$ cat src/rtl/imem_pkg.sv
// imem_pkg: definitions shared by the instruction-memory pipeline.
//   FAULT_MISALIGN / FAULT_RANGE : bit positions within the 2-bit fault field
//   IDX_W                        : stored word-index width (byte addr >> 2, ADDR_W up to 32)
//   DEFAULT_NOP_WORD             : instruction substituted on a faulting fetch
//   fetch_stage_t                : per-stage pipeline slot {valid, index, fault}
package imem_pkg;

    localparam int FAULT_MISALIGN = 0;
    localparam int FAULT_RANGE    = 1;

    localparam int IDX_W = 30;

    localparam logic [31:0] DEFAULT_NOP_WORD = 32'h0000_0000;

    typedef struct packed {
        logic             valid;
        logic [IDX_W-1:0] index;
        logic [1:0]       fault;
    } fetch_stage_t;

endpackage

$ cat src/rtl/imem_array.sv
// imem_array: instruction word storage, one write port and one registered
// read port. A read and a write to the same word in the same cycle return the
// new data (write-first). Storage itself is never reset; only the read
// register is, so the pipeline output comes up as zero.
//   clk, rst_n : clock, async active-low reset (read register only)
//   we/waddr/wdata : write port, caller guarantees waddr < DEPTH
//   re/raddr       : read enable/address, caller guarantees raddr < DEPTH
//   rdata          : registered read data, held while re=0
module imem_array #(
    parameter int DATA_W = 32,
    parameter int DEPTH  = 32,
    parameter int AW     = (DEPTH > 1) ? $clog2(DEPTH) : 1
) (
    input  logic              clk,
    input  logic              rst_n,
    input  logic              we,
    input  logic [AW-1:0]     waddr,
    input  logic [DATA_W-1:0] wdata,
    input  logic              re,
    input  logic [AW-1:0]     raddr,
    output logic [DATA_W-1:0] rdata
);

    logic [DATA_W-1:0] mem [DEPTH];

    always_ff @(posedge clk) begin
        if (we) mem[waddr] <= wdata;
    end

    // Holding rdata when re=0 lets a stalled pipeline keep its stage-1 word.
    always_ff @(posedge clk or negedge rst_n) begin
        if (!rst_n) begin
            rdata <= '0;
        end else if (re) begin
            rdata <= (we && (waddr == raddr)) ? wdata : mem[raddr];
        end
    end

endmodule

$ cat src/rtl/imem_pipe.sv
// imem_pipe: pipelined instruction memory for the fetch stage.
// A request is accepted on req_valid & req_ready; its response appears LAT
// cycles later on rsp_*. The whole pipe freezes while a response is offered
// but not taken. Misaligned or out-of-range fetches return NOP_WORD with the
// matching fault bits. A separate program-load port writes words at any time.
//   clk, rst_n                      : clock, async active-low reset
//   req_valid/req_ready/req_addr    : fetch request (byte address)
//   rsp_valid/rsp_ready             : response handshake
//   rsp_instr/rsp_fault             : fetched word, {range, misalign} flags
//   prog_we/prog_addr/prog_data     : program-load write (bad addresses dropped)
// LAT must be within 1..4; ADDR_W must be at most 32.
module imem_pipe
    import imem_pkg::*;
#(
    parameter int                DATA_W   = 32,
    parameter int                ADDR_W   = 32,
    parameter int                DEPTH    = 32,
    parameter int                LAT      = 1,
    parameter logic [DATA_W-1:0] NOP_WORD = DATA_W'(DEFAULT_NOP_WORD)
) (
    input  logic              clk,
    input  logic              rst_n,
    input  logic              req_valid,
    output logic              req_ready,
    input  logic [ADDR_W-1:0] req_addr,
    output logic              rsp_valid,
    input  logic              rsp_ready,
    output logic [DATA_W-1:0] rsp_instr,
    output logic [1:0]        rsp_fault,
    input  logic              prog_we,
    input  logic [ADDR_W-1:0] prog_addr,
    input  logic [DATA_W-1:0] prog_data
);

    localparam int IW = ADDR_W - 2;
    localparam int AW = (DEPTH > 1) ? $clog2(DEPTH) : 1;
    // One extra bit so DEPTH is representable even when it equals 2**IW.
    localparam logic [IW:0] DEPTH_X = (IW + 1)'(DEPTH);

    logic [IW-1:0] req_idx, prog_idx;
    logic [1:0]    req_fault;
    logic          prog_ok;
    logic          ready_en;
    logic          stall, advance, accept, rd_en, wr_en;
    logic [DATA_W-1:0] rd_data, last_data;
    fetch_stage_t  s1_d;
    fetch_stage_t  stg [LAT];

    // Address decode (full index width, unsigned)
    assign req_idx  = req_addr[ADDR_W-1:2];
    assign prog_idx = prog_addr[ADDR_W-1:2];

    assign req_fault[FAULT_MISALIGN] = |req_addr[1:0];
    assign req_fault[FAULT_RANGE]    = ({1'b0, req_idx} >= DEPTH_X);

    assign prog_ok = (prog_addr[1:0] == 2'b00) && ({1'b0, prog_idx} < DEPTH_X);

    // Handshake
    // req_ready stays low for the first cycle out of reset.
    always_ff @(posedge clk or negedge rst_n) begin
        if (!rst_n) ready_en <= 1'b0;
        else        ready_en <= 1'b1;
    end

    assign rsp_valid = stg[LAT-1].valid;
    assign stall     = rsp_valid & ~rsp_ready;
    assign advance   = ~stall;
    assign req_ready = ready_en & ~stall;
    assign accept    = req_valid & req_ready;

    // Out-of-range fetches never touch the array; the word is replaced anyway.
    assign rd_en = accept & ~req_fault[FAULT_RANGE];
    // rst_n gate drops a program write that lands on a reset edge.
    assign wr_en = prog_we & prog_ok & rst_n;

    imem_array #(
        .DATA_W (DATA_W),
        .DEPTH  (DEPTH),
        .AW     (AW)
    ) u_array (
        .clk   (clk),
        .rst_n (rst_n),
        .we    (wr_en),
        .waddr (prog_idx[AW-1:0]),
        .wdata (prog_data),
        .re    (rd_en),
        .raddr (req_idx[AW-1:0]),
        .rdata (rd_data)
    );

    // Stage control pipeline
    always_comb begin
        s1_d = '0;
        if (accept) begin
            s1_d.valid = 1'b1;
            s1_d.index = IDX_W'(req_idx);
            s1_d.fault = req_fault;
        end
    end

    always_ff @(posedge clk or negedge rst_n) begin
        if (!rst_n) begin
            for (int i = 0; i < LAT; i++) stg[i] <= '0;
        end else if (advance) begin
            stg[0] <= s1_d;
            for (int i = 1; i < LAT; i++) stg[i] <= stg[i-1];
        end
    end

    // Data pipeline: stage 1 is the array's read register, later stages copy.
    generate
        if (LAT == 1) begin : g_lat1
            assign last_data = rd_data;
        end else begin : g_latn
            logic [LAT-2:0][DATA_W-1:0] dq;

            always_ff @(posedge clk or negedge rst_n) begin
                if (!rst_n) begin
                    dq <= '0;
                end else if (advance) begin
                    dq[0] <= rd_data;
                    for (int i = 1; i < LAT - 1; i++) dq[i] <= dq[i-1];
                end
            end

            assign last_data = dq[LAT-2];
        end
    endgenerate

    // Output
    assign rsp_fault = stg[LAT-1].fault;
    assign rsp_instr = (|stg[LAT-1].fault) ? NOP_WORD : last_data;

endmodule
$ cat config.mk
export PLATFORM = sky130hd
export DESIGN_NAME = imem_pipe
export DESIGN_NICKNAME = d
export VERILOG_FILES = /design/src/rtl/imem_pkg.sv /design/src/rtl/imem_array.sv /design/src/rtl/imem_pipe.sv
export SDC_FILE = /design/constraint.sdc
export NUM_CORES = 1
export LEC_CHECK = 0
export CAP_MARGIN = 40
export CORE_ASPECT_RATIO = 0.5
export CORE_UTILIZATION = 50
export CTS_CLUSTER_DIAMETER = 150
export CTS_CLUSTER_SIZE = 16
export DETAILED_ROUTE_END_ITERATION = 8
export HOLD_SLACK_MARGIN = 0.06
export PLACE_DENSITY_LB_ADDON = 0.08
export SYNTH_ARGS = -nofsm -noshare
export SYNTH_HDL_FRONTEND = slang
export SYNTH_HIERARCHICAL = 1
export SYNTH_SLANG_ARGS = --single-unit
$ cat constraint.sdc
create_clock -name clk -period 3.27 [get_ports clk]
set_input_delay 0.654 -clock clk [delete_from_list [all_inputs] [get_ports clk]]
set_output_delay 0.654 -clock clk [all_outputs]
set_load 0.05 [all_outputs]
=== Word level (Yosys, flattened, before mapping) ===
Memories as Yosys holds them, arrays and structs flattened. A register that Yosys moved wholly into a read port is not among the register bits.
Cells that the tools add are included.

* Bitwise gates (word level): 9
* Reductions and logical operators: 5
* Mux-type cells: 4
* Order comparisons: 2

{| class="wikitable"
|+ Operators with widths
! operator !! count
|-
| $mux 33 || 1
|-
| $mux 32 || 1
|-
| $ge 30x6->1 const B || 1
|-
| $lt 30x6->1 const B || 1
|-
| $and 1x1->1 || 6
|-
| $reduce_or 2->1 || 2
|-
| $not 1->1 || 3
|-
| $logic_not 2->1 || 1
|-
| $mux 1 || 2
|-
| $logic_and 1x1->1 || 1
|-
| $logic_not 1->1 || 1
|}

* Bits in writable memories: 1024
* Register bits after elaboration: 4
* Output and inout bits: 36
* Word-level logic and storage cells: 24
* Input bits: 101
* Memories: 1

{| class="wikitable"
|+ Memory list
! name !! depth !! bits a word !! read ports !! clocked after memory_dff !! wr ports !! line !! RTL
|-
| u_array.mem || 32 || 32 || 1 || 1 || 1 || imem_array.sv:24 || <nowiki>logic [DATA_W-1:0] mem [DEPTH];</nowiki>
|}

=== Logic depth before layout (Yosys ltp) ===
Gate-level depths: netlist of the first run.

* Depth after elaboration: 6
* Mapped depth: 10
* Mapped depth without buffers: 7

=== By module ===
Netlist of the first run, hierarchy kept.

{| class="wikitable"
|+ By module, submodules not included
! module !! cells each !! area each (um^2) !! sequential area each (um^2) !! times used
|-
| imem_array || 1766 || 40452.5 || 31550.3 || 1
|-
| imem_pipe || 74 || 525.5 || 100.1 || 1
|}

=== Worst setup path before layout of the first run ===
No wires, ideal clock.

* Path type: input to register
* Start point: in prog_addr[1]
* End point: mem u_array.mem[28][0] (enable)
* Setup slack: -538 ps
* Path buffers: 1
* Library setup time: 421 ps
* Stages on the path: 6
* Required time: 2849 ps
* Data arrival time: 3387 ps
* Cells stage by stage: nor4_1 nand4_1 nor3_1 or3b_2 clkbuf_1 nor2_1

* Cells in the longest elaborated chain, start to end: 6

{| class="wikitable"
|+ Ends and longest elaborated chain
! item !! line !! RTL
|-
| start: declaration || imem_pipe.sv:31 || <nowiki>input logic [ADDR_W-1:0] prog_addr,</nowiki>
|-
| $logic_not 2->1 || imem_pipe.sv:56 || <nowiki>assign prog_ok = (prog_addr[1:0] == 2'b00) && ({1'b0, prog_idx} < DEPTH_X);</nowiki>
|-
| $logic_and 1x1->1 || imem_pipe.sv:56 ||
|-
| $and 1x1->1 (2 in a row) || imem_pipe.sv:74 || <nowiki>assign wr_en = prog_we & prog_ok & rst_n;</nowiki>
|-
| net wr_en || imem_pipe.sv:44 || <nowiki>logic stall, advance, accept, rd_en, wr_en;</nowiki>
|-
| $mux 1 || imem_array.sv:27 || <nowiki>if (we) mem[waddr] <= wdata;</nowiki>
|-
| $mux 1 (not written as such) || imem_array.sv:27 ||
|-
| end: declaration || imem_array.sv:24 ||
|}

The timed path passes the listed nets, and every way through them passes these cells.

=== Worst setup path after layout of the first run ===
* Start point: reg stg (netlist bit rsp_fault[1])
* End point: out rsp_instr[27]

* Cells in the longest elaborated chain, start to end: 2

{| class="wikitable"
|+ Ends and longest elaborated chain
! item !! line !! RTL
|-
| start: declaration || imem_pipe.sv:47 || <nowiki>fetch_stage_t stg [LAT];</nowiki>
|-
| $reduce_or 2->1 || imem_pipe.sv:132 || <nowiki>assign rsp_instr = (|stg[LAT-1].fault) ? NOP_WORD : last_data;</nowiki>
|-
| $mux 32 || imem_pipe.sv:132 ||
|-
| end: declaration || imem_pipe.sv:28 || <nowiki>output logic [DATA_W-1:0] rsp_instr,</nowiki>
|}

Every way passes these cells.

==> run_results.csv, run 1 <==
group,metric,value,unit
status,outcome,"finished, final reports clean",
sta,rsz0062_at_grt,"no",
synth,yosys_warnings,6,
grt,grt_pass1_wl,143,mm
drt,num_vias,20000,
grt,grt_usage,24.6,%
sta,hold_violations,0,
floorplan,die_h,204,um
sta,min_period_over_period,94.3,%
pwr,p_per_area,530,nW/um2
synth,synth_edf_count,1024,
cells_and_area,num-nets-final,2213,
sta,max-slew-margin-rel,45.6,%
synth,synth_flop_cell,"edfxtp_1",
cells_and_area,areaGrowthSynthToFinish,16.0,%
clocking,cts_tree,"yes",
grt,grt-ovfl-total,0,
setup_path,critPathKind,"flip-flop to primary output",
cells_and_area,fillers,5780,
grt,grt_max_degree,44,
drt,drt_wl_total,99.5,mm
drt,drtIter0Drc,2298,
synth,ys_seq_area_share,77.2,%
sta,maxSlewViolCount,0,
pwr,vdd.ir_drop.worst,377,uV
pwr,clkPwrFrac,35.7,%
sta,finalSetupViolCount,0,
floorplan,fp.dieW,407,um
synth,syn_nets,1941,
pwr,power_frac_seq,59.0,%
synth,synth-seq-cells,1060,
sta,hold_ws,0.225,ns
clocking,clk_pin_slew,0.07,ns
placed_design,port_buffers,136,
setup_path,critical_path_arrival,2.43,ns
drt,wl_per_cell,30.5,um
clocking,cts.path.max_buffers,3,
sta,skew,0.0163,ns
pwr,p_comb_share,5.3,%
sta,setup_tns,0,ns
drt,via_per_inst,6.13,
sta,min_period,3.08,ns
pwr,power.internal,0.0199,W
setup_path,worstSetupStartpointType,"flip-flop",
floorplan,start_util,51.0,%
placed_design,dp_hpwl,61.7,mm
synth,synth_cell_types,49,
setup_path,crit_path_end_kind,"primary output",
grt,first_global_vias,20000,
synth,synthTopCellsByArea,"edfxtp_1, mux4_2, dfrtp_1",
drt,drc,0,
pwr,switching_share,21.0,%
floorplan,coreArea,80300,um2
floorplan,rows,73,
drt,firstDrtPassIters,5,
synth,yosysTopAreaCell,"edfxtp_1",
clocking,clock_tree.htree_level_count,3,
clocking,cts.sinks,1060,
placed_design,gp_congestion,0.788,
synth,syn_area_per_cell,22.3,um2
cells_and_area,n_antenna_cell,0,
setup_path,cp.required,2.62,ns
pwr,p_sw,0.00528,W
grt,antenna_found_initial,0,
clocking,worstSkewPairLatency,0.66,ns
synth,synth.top_cell.area_share,75.0,%
worst_hold_path,hp-class,"input port to async pin",
synth,async_flop_share,3.40,%
sta,worst_slew_pin_slew,0.814,ns
synth,synthCells,1840,
clocking,clockRootBuffer,"clkbuf_16",
floorplan,die_area,83200,um2
flow_run,drv_cap,0,
synth,syn_area,41000,um2
drt,ant_nets,0,
floorplan,io_pins,137,
pwr,power.leakage,15.1,nW
cells_and_area,drive_above_1_share,26.8,%
clocking,cts_buffers,76,
sta,max_freq,0.324,GHz
setup_path,crit_fanout,12,
[cell type report]
| cell class | count | area, um2 | share of cell area [%] |
|---|---|---|---|
| inverters | 3 | 12.5 | 0.0263 |
| clock buffers | 131 | 2130 | 4.48 |
| well taps | 1087 | 1360 | 2.86 |
| clock inverters | 6 | 71.3 | 0.150 |
| multi-input cells | 673 | 8940 | 18.8 |
| repair buffers | 298 | 3390 | 7.12 |
| flip-flops and latches | 1060 | 31700 | 66.6 |
[cells in the mapped netlist, types with 3 or more instances]
master and n:
a21oi_1 38, a221oi_1 20, a221oi_2 4, a22o_1 3, a22oi_1 5, and2_1 36
and3_1 4, buf_1 4, buf_12 4, buf_2 21, buf_4 9, buf_6 10
buf_8 4, clkbuf_1 52, dfrtp_1 36, edfxtp_1 1024, inv_1 3, mux2i_1 51
mux4_2 260, nand2_1 10, nand3_1 6, nand3b_1 7, nor2_1 43, nor2b_1 56
nor3_1 6, nor4_1 9, nor4_2 3, o211a_1 3, o21a_1 3, o21ai_0 6
o21ai_1 5, o22ai_1 44, o31ai_1 4, o41ai_1 22, or3b_2 3, xor2_1 4
[state kept, by name, summed over array words and instances, names as in the netlist]
signal and flops:
u_array/rdata 32, u_array/mem 1024, rsp_fault 2, rsp_valid 1, ready_en 1
[power by group through the flow]
stage | Sequential (W) | Combinational, W | Clock, W
5_1_grt | 0.0149 | 0.00141 | 0.00966
3_5_place_dp | 0.0152 | 0.00135 | 0
2_1_floorplan | 0.0152 | 0.000679 | 0
4_1_cts | 0.0149 | 0.00135 | 0.00921
3_3_place_gp | 0.0152 | 0.00132 | 0
6_report | 0.0149 | 0.00133 | 0.00899
[layer usage]
layer / up-vias / wire [um] / part of all wire (%) / global-route usage, %
li1: 8324 / - / - / -
met1: 10800 / 45300 / 46 / 38.5
met2: 737 / 45100 / 45 / 36.0
met3: 105 / 7300 / 7.3 / 4.59
met4: 0 / 1730 / 1.7 / 5.72
met5: - / 0 / 0 / 0
[path summary, 6_finish.rpt]
kind | slack (ns) | to | start | cells after the start
worst max-delay path | 0.19 | rsp_instr[27] | rsp_fault[1]$_DFFE_PN0N_ | 3
worst min-delay path | 0.23 | rsp_fault[1]$_DFFE_PN0N_ | rst_n | 2
worst max register to register | 0.98 | u_array/rdata[25]$_DFFE_PN0P_ | rsp_valid$_DFFE_PN0N_ | 6
worst min register to register | 0.58 | rsp_valid$_DFFE_PN0N_ | rsp_valid$_DFFE_PN0N_ | 2
max in group asynchronous | 2.54 | u_array/rdata[15]$_DFFE_PN0P_ | rst_n | 2
min in group clk | 0.58 | rsp_valid$_DFFE_PN0N_ | rsp_valid$_DFFE_PN0N_ | 2
[layout by cell type, fill, tap and decap left out, drive strengths merged, types with 3 or more instances in the layout]
| cell type | count |
|---|---|
| nor2 | 43 |
| mux4 | 260 |
| nor3 | 6 |
| nand2b | 3 |
| nor4 | 12 |
| edfxtp | 1024 |
| o22ai | 44 |
| o21a | 3 |
| o21ai | 11 |
| a221oi | 24 |
| a21oi | 38 |
| or3b | 3 |
| o211a | 3 |
| inv | 7 |
| clkdlybuf4s50 | 104 |
| a22o | 3 |
| and2 | 36 |
| nand2 | 10 |
| buf | 189 |
| xor2 | 4 |
| nor2b | 56 |
| o31ai | 6 |
| a22oi | 5 |
| nand3b | 7 |
| clkbuf | 131 |
| and3 | 4 |
| o41ai | 22 |
| nand3 | 6 |
| mux2i | 51 |
| dlygate4sd2 | 5 |
| dfrtp | 36 |
[what timing repair did]
action | 4_1_cts | 5_1_grt
hold buffers | 0 | 0
setup buffers | 0 | 0
endpoints found under the setup margin | 5 | 0
resized for setup | 5 | 0
[through the flow]
step                      instance area [um2]  worst slack [ns]  cells  util (%)  total power [W]
final                                   47500             0.187   3258      59.2           0.0252
after global placement                  45200           -0.0475   3113      56.3           0.0165
after detailed placement                45400          -0.00972   3121      56.5           0.0165
after CTS                               47500             0.121   3258      59.2           0.0254
after global routing                    47500            0.0749   3258      59.2           0.0259
after floorplan                         41000            -0.198   1840         -           0.0159
[critical path, cell delays in order, from the launching register on]
cell	delay (ns)
dfrtp_1	0.43
nor2_4	0.32
and2_1	0.18
clkdlybuf4s50_1	0.83
[kinds of logic after synthesis]
kind of cell    after synthesis  synth area share (%)
simple gates                190                  2.64
other cells                   1               0.00915
flops                      1060                  77.2
xor+xnor                      5                 0.107
mux                         311                  15.5
buf+inv                     107                  1.58
compound gates              166                  2.89
(Power assumes the default switching activity.)
==> run 2: changes to the inputs <==
--- a/config.mk
+++ b/config.mk
@@ -12,6 +12,7 @@
 export CTS_CLUSTER_SIZE = 16
 export DETAILED_ROUTE_END_ITERATION = 8
 export HOLD_SLACK_MARGIN = 0.06
+export MAX_ROUTING_LAYER = met4
 export PLACE_DENSITY_LB_ADDON = 0.08
 export SYNTH_ARGS = -nofsm -noshare
 export SYNTH_HDL_FRONTEND = slang
==> run_results.csv, run 2 (synthesized netlist as in run 1, its figures left out) <==
group,metric,value,unit
setup_path,worstSetupStartpointType,"flip-flop",
floorplan,die_h,204,um
placed_design,dp_hpwl,61.7,mm
floorplan,io_pins,137,
grt,grt_pass1_wl,143,mm
grt,met1_usage,38.7,%
pwr,clkPwrFrac,35.7,%
sta,min_period_over_period,94.1,%
cells_and_area,num-nets-final,2213,
sta,maxSlewViolCount,0,
setup_path,crit_path_top_delay_cell,"clkdlybuf4s50_1",
floorplan,coreArea,80300,um2
floorplan,fp.dieW,407,um
placed_design,port_buffers,136,
pwr,power.internal,0.0199,W
setup_path,cp.required,2.62,ns
setup_path,crit_fanout,12,
clocking,cts_tree,"yes",
setup_path,cp_num_cells,3,
cells_and_area,drive_above_1_share,26.8,%
clocking,worstSkewPairLatency,0.66,ns
cells_and_area,finish.utilization,59.2,%
pwr,power.leakage,15.1,nW
pwr,p_comb_share,5.3,%
floorplan,die_area,83200,um2
drt,ant_nets,0,
setup_path,crit_path_end_kind,"primary output",
placed_design,gp_congestion,0.800,
clocking,clockRootBuffer,"clkbuf_16",
floorplan,start_util,51.0,%
drt,wl_per_cell,30.5,um
clocking,cts.path.max_buffers,3,
sta,hold_violations,0,
setup_path,critPathTopFamily,"buffers and inverters",
grt,first_global_vias,20000,
pwr,p_per_area,530,nW/um2
status,outcome,"finished, final reports clean",
sta,rsz0062_at_grt,"no",
sta,finalSetupViolCount,0,
drt,num_vias,20000,
setup_path,cp_cell_sequence,"nor2_4, and2_1, clkdlybuf4s50_1",
grt,grt_use_met2,36.0,%
setup_path,critical_path_arrival,2.42,ns
sta,min_period,3.08,ns
worst_hold_path,hp-class,"input port to async pin",
cells_and_area,areaGrowthSynthToFinish,16.0,%
grt,grt_max_degree,44,
grt,grt-ovfl-total,0,
drt,firstDrtPassIters,6,
cells_and_area,final_cell_mix,"edfxtp_1, mux4_2, buf_4",
clocking,clock_tree.htree_level_count,3,
cells_and_area,fillers,5779,
pwr,power_frac_seq,59.0,%
setup_path,worst-path-buf-inv,1,
flow_run,drv_cap,0,
drt,via_per_inst,6.12,
drt,drc,0,
pwr,vdd.ir_drop.worst,377,uV
pwr,switching_share,21.0,%
clocking,hold_buffers,0,
clocking,cts.sinks,1060,
sta,max-slew-margin-rel,44.4,%
pwr,p_sw,0.00528,W
cells_and_area,largest_register,"u_array/mem",
sta,worst_slew_pin_slew,0.831,ns
clocking,clk_pin_slew,0.07,ns
floorplan,rows,73,
cells_and_area,largest_reg_flops,1024,
grt,gr-usage-met3,4.48,%
grt,grt_usage,25.4,%
clocking,cts_buffers,76,
grt,top_usage_layer,"met1",
grt,antenna_found_initial,0,
cells_and_area,final_common_cell,"edfxtp_1",
setup_path,max_stage_delay,0.83,ns
sta,max_freq,0.325,GHz
drt,drtIter0Drc,2259,
pwr,power.total,0.0252,W
clocking,postCtsResizedCells,5,
sta,skew,0.0187,ns
setup_path,rr_worst_depth,6,
clocking,post-cts-setup-buffer-count,0,
drt,drt_wl_total,99.4,mm
sta,hold_ws,0.221,ns
setup_path,critPathKind,"flip-flop to primary output",
run 2: changes by cell type in the layout (fill, tap and decap cells not counted):
cell     before  now
diode_2       0    1
run 2: power by group through the flow:
stage	Sequential [W]	Combinational (W)	Clock [W]
5_1_grt	0.0149	0.00142	0.00967
4_1_cts	0.0149	0.00135	0.00921
2_1_floorplan	0.0152	0.000679	0
3_3_place_gp	0.0152	0.00132	0
6_report	0.0149	0.00133	0.00900
3_5_place_dp	0.0152	0.00135	0
run 2: path summary, 6_finish.rpt:
kind                                           from                            end  slack, ns
min                                           rst_n       rsp_fault[1]$_DFFE_PN0N_       0.22
min in group clk                        req_addr[5]   u_array/rdata[8]$_DFFE_PN0P_       0.58
min reg2reg                   rsp_valid$_DFFE_PN0N_          rsp_valid$_DFFE_PN0N_       0.58
max in group asynchronous                     rst_n  u_array/rdata[15]$_DFFE_PN0P_       2.55
max                        rsp_fault[1]$_DFFE_PN0N_                  rsp_instr[27]       0.19
max reg2reg                   rsp_valid$_DFFE_PN0N_  u_array/rdata[25]$_DFFE_PN0P_       0.98
run 2: final cells by class:
cell class	count	area, um2	share of cell area, %
Clock inverter	6	71.3	0.150
Timing Repair Buffer	298	3390	7.12
Multi-Input combinational cell	673	8940	18.8
Inverter	3	12.5	0.0263
Tap cell	1087	1360	2.86
Clock buffer	131	2130	4.48
Antenna cell	1	2.50	0.00526
Sequential cell	1060	31700	66.6
run 2: per-layer routing:
layer	vias up	share of wire [%]	routed length, um
li1	8334	-	-
met1	10800	46	45900
met2	699	45	44800
met3	127	6.8	6800
met4	0	1.9	1870
met5	-	0	0
run 2: stage by stage:
stage | worst slack [ns] | instance area, um2 | cells | setup TNS (ns)
6_report | 0.192 | 47500 | 3259 | 0
3_3_place_gp | -0.0475 | 45200 | 3113 | -0.942
3_5_place_dp | -0.00972 | 45400 | 3121 | -0.0939
4_1_cts | 0.121 | 47500 | 3258 | 0
5_1_grt | 0.0749 | 47500 | 3258 | 0
2_1_floorplan | -0.198 | 41000 | 1840 | -173.27
run 2: worst reg2reg max path, delay by kind of cell (launching register included):
kind | cells | cell delay (ns)
flip-flops | 1 | 0.40
AND/OR/NAND/NOR | 3 | 0.72
AO/OA/AOI/OAI | 2 | 0.80
buffers and inverters | 1 | 0.27
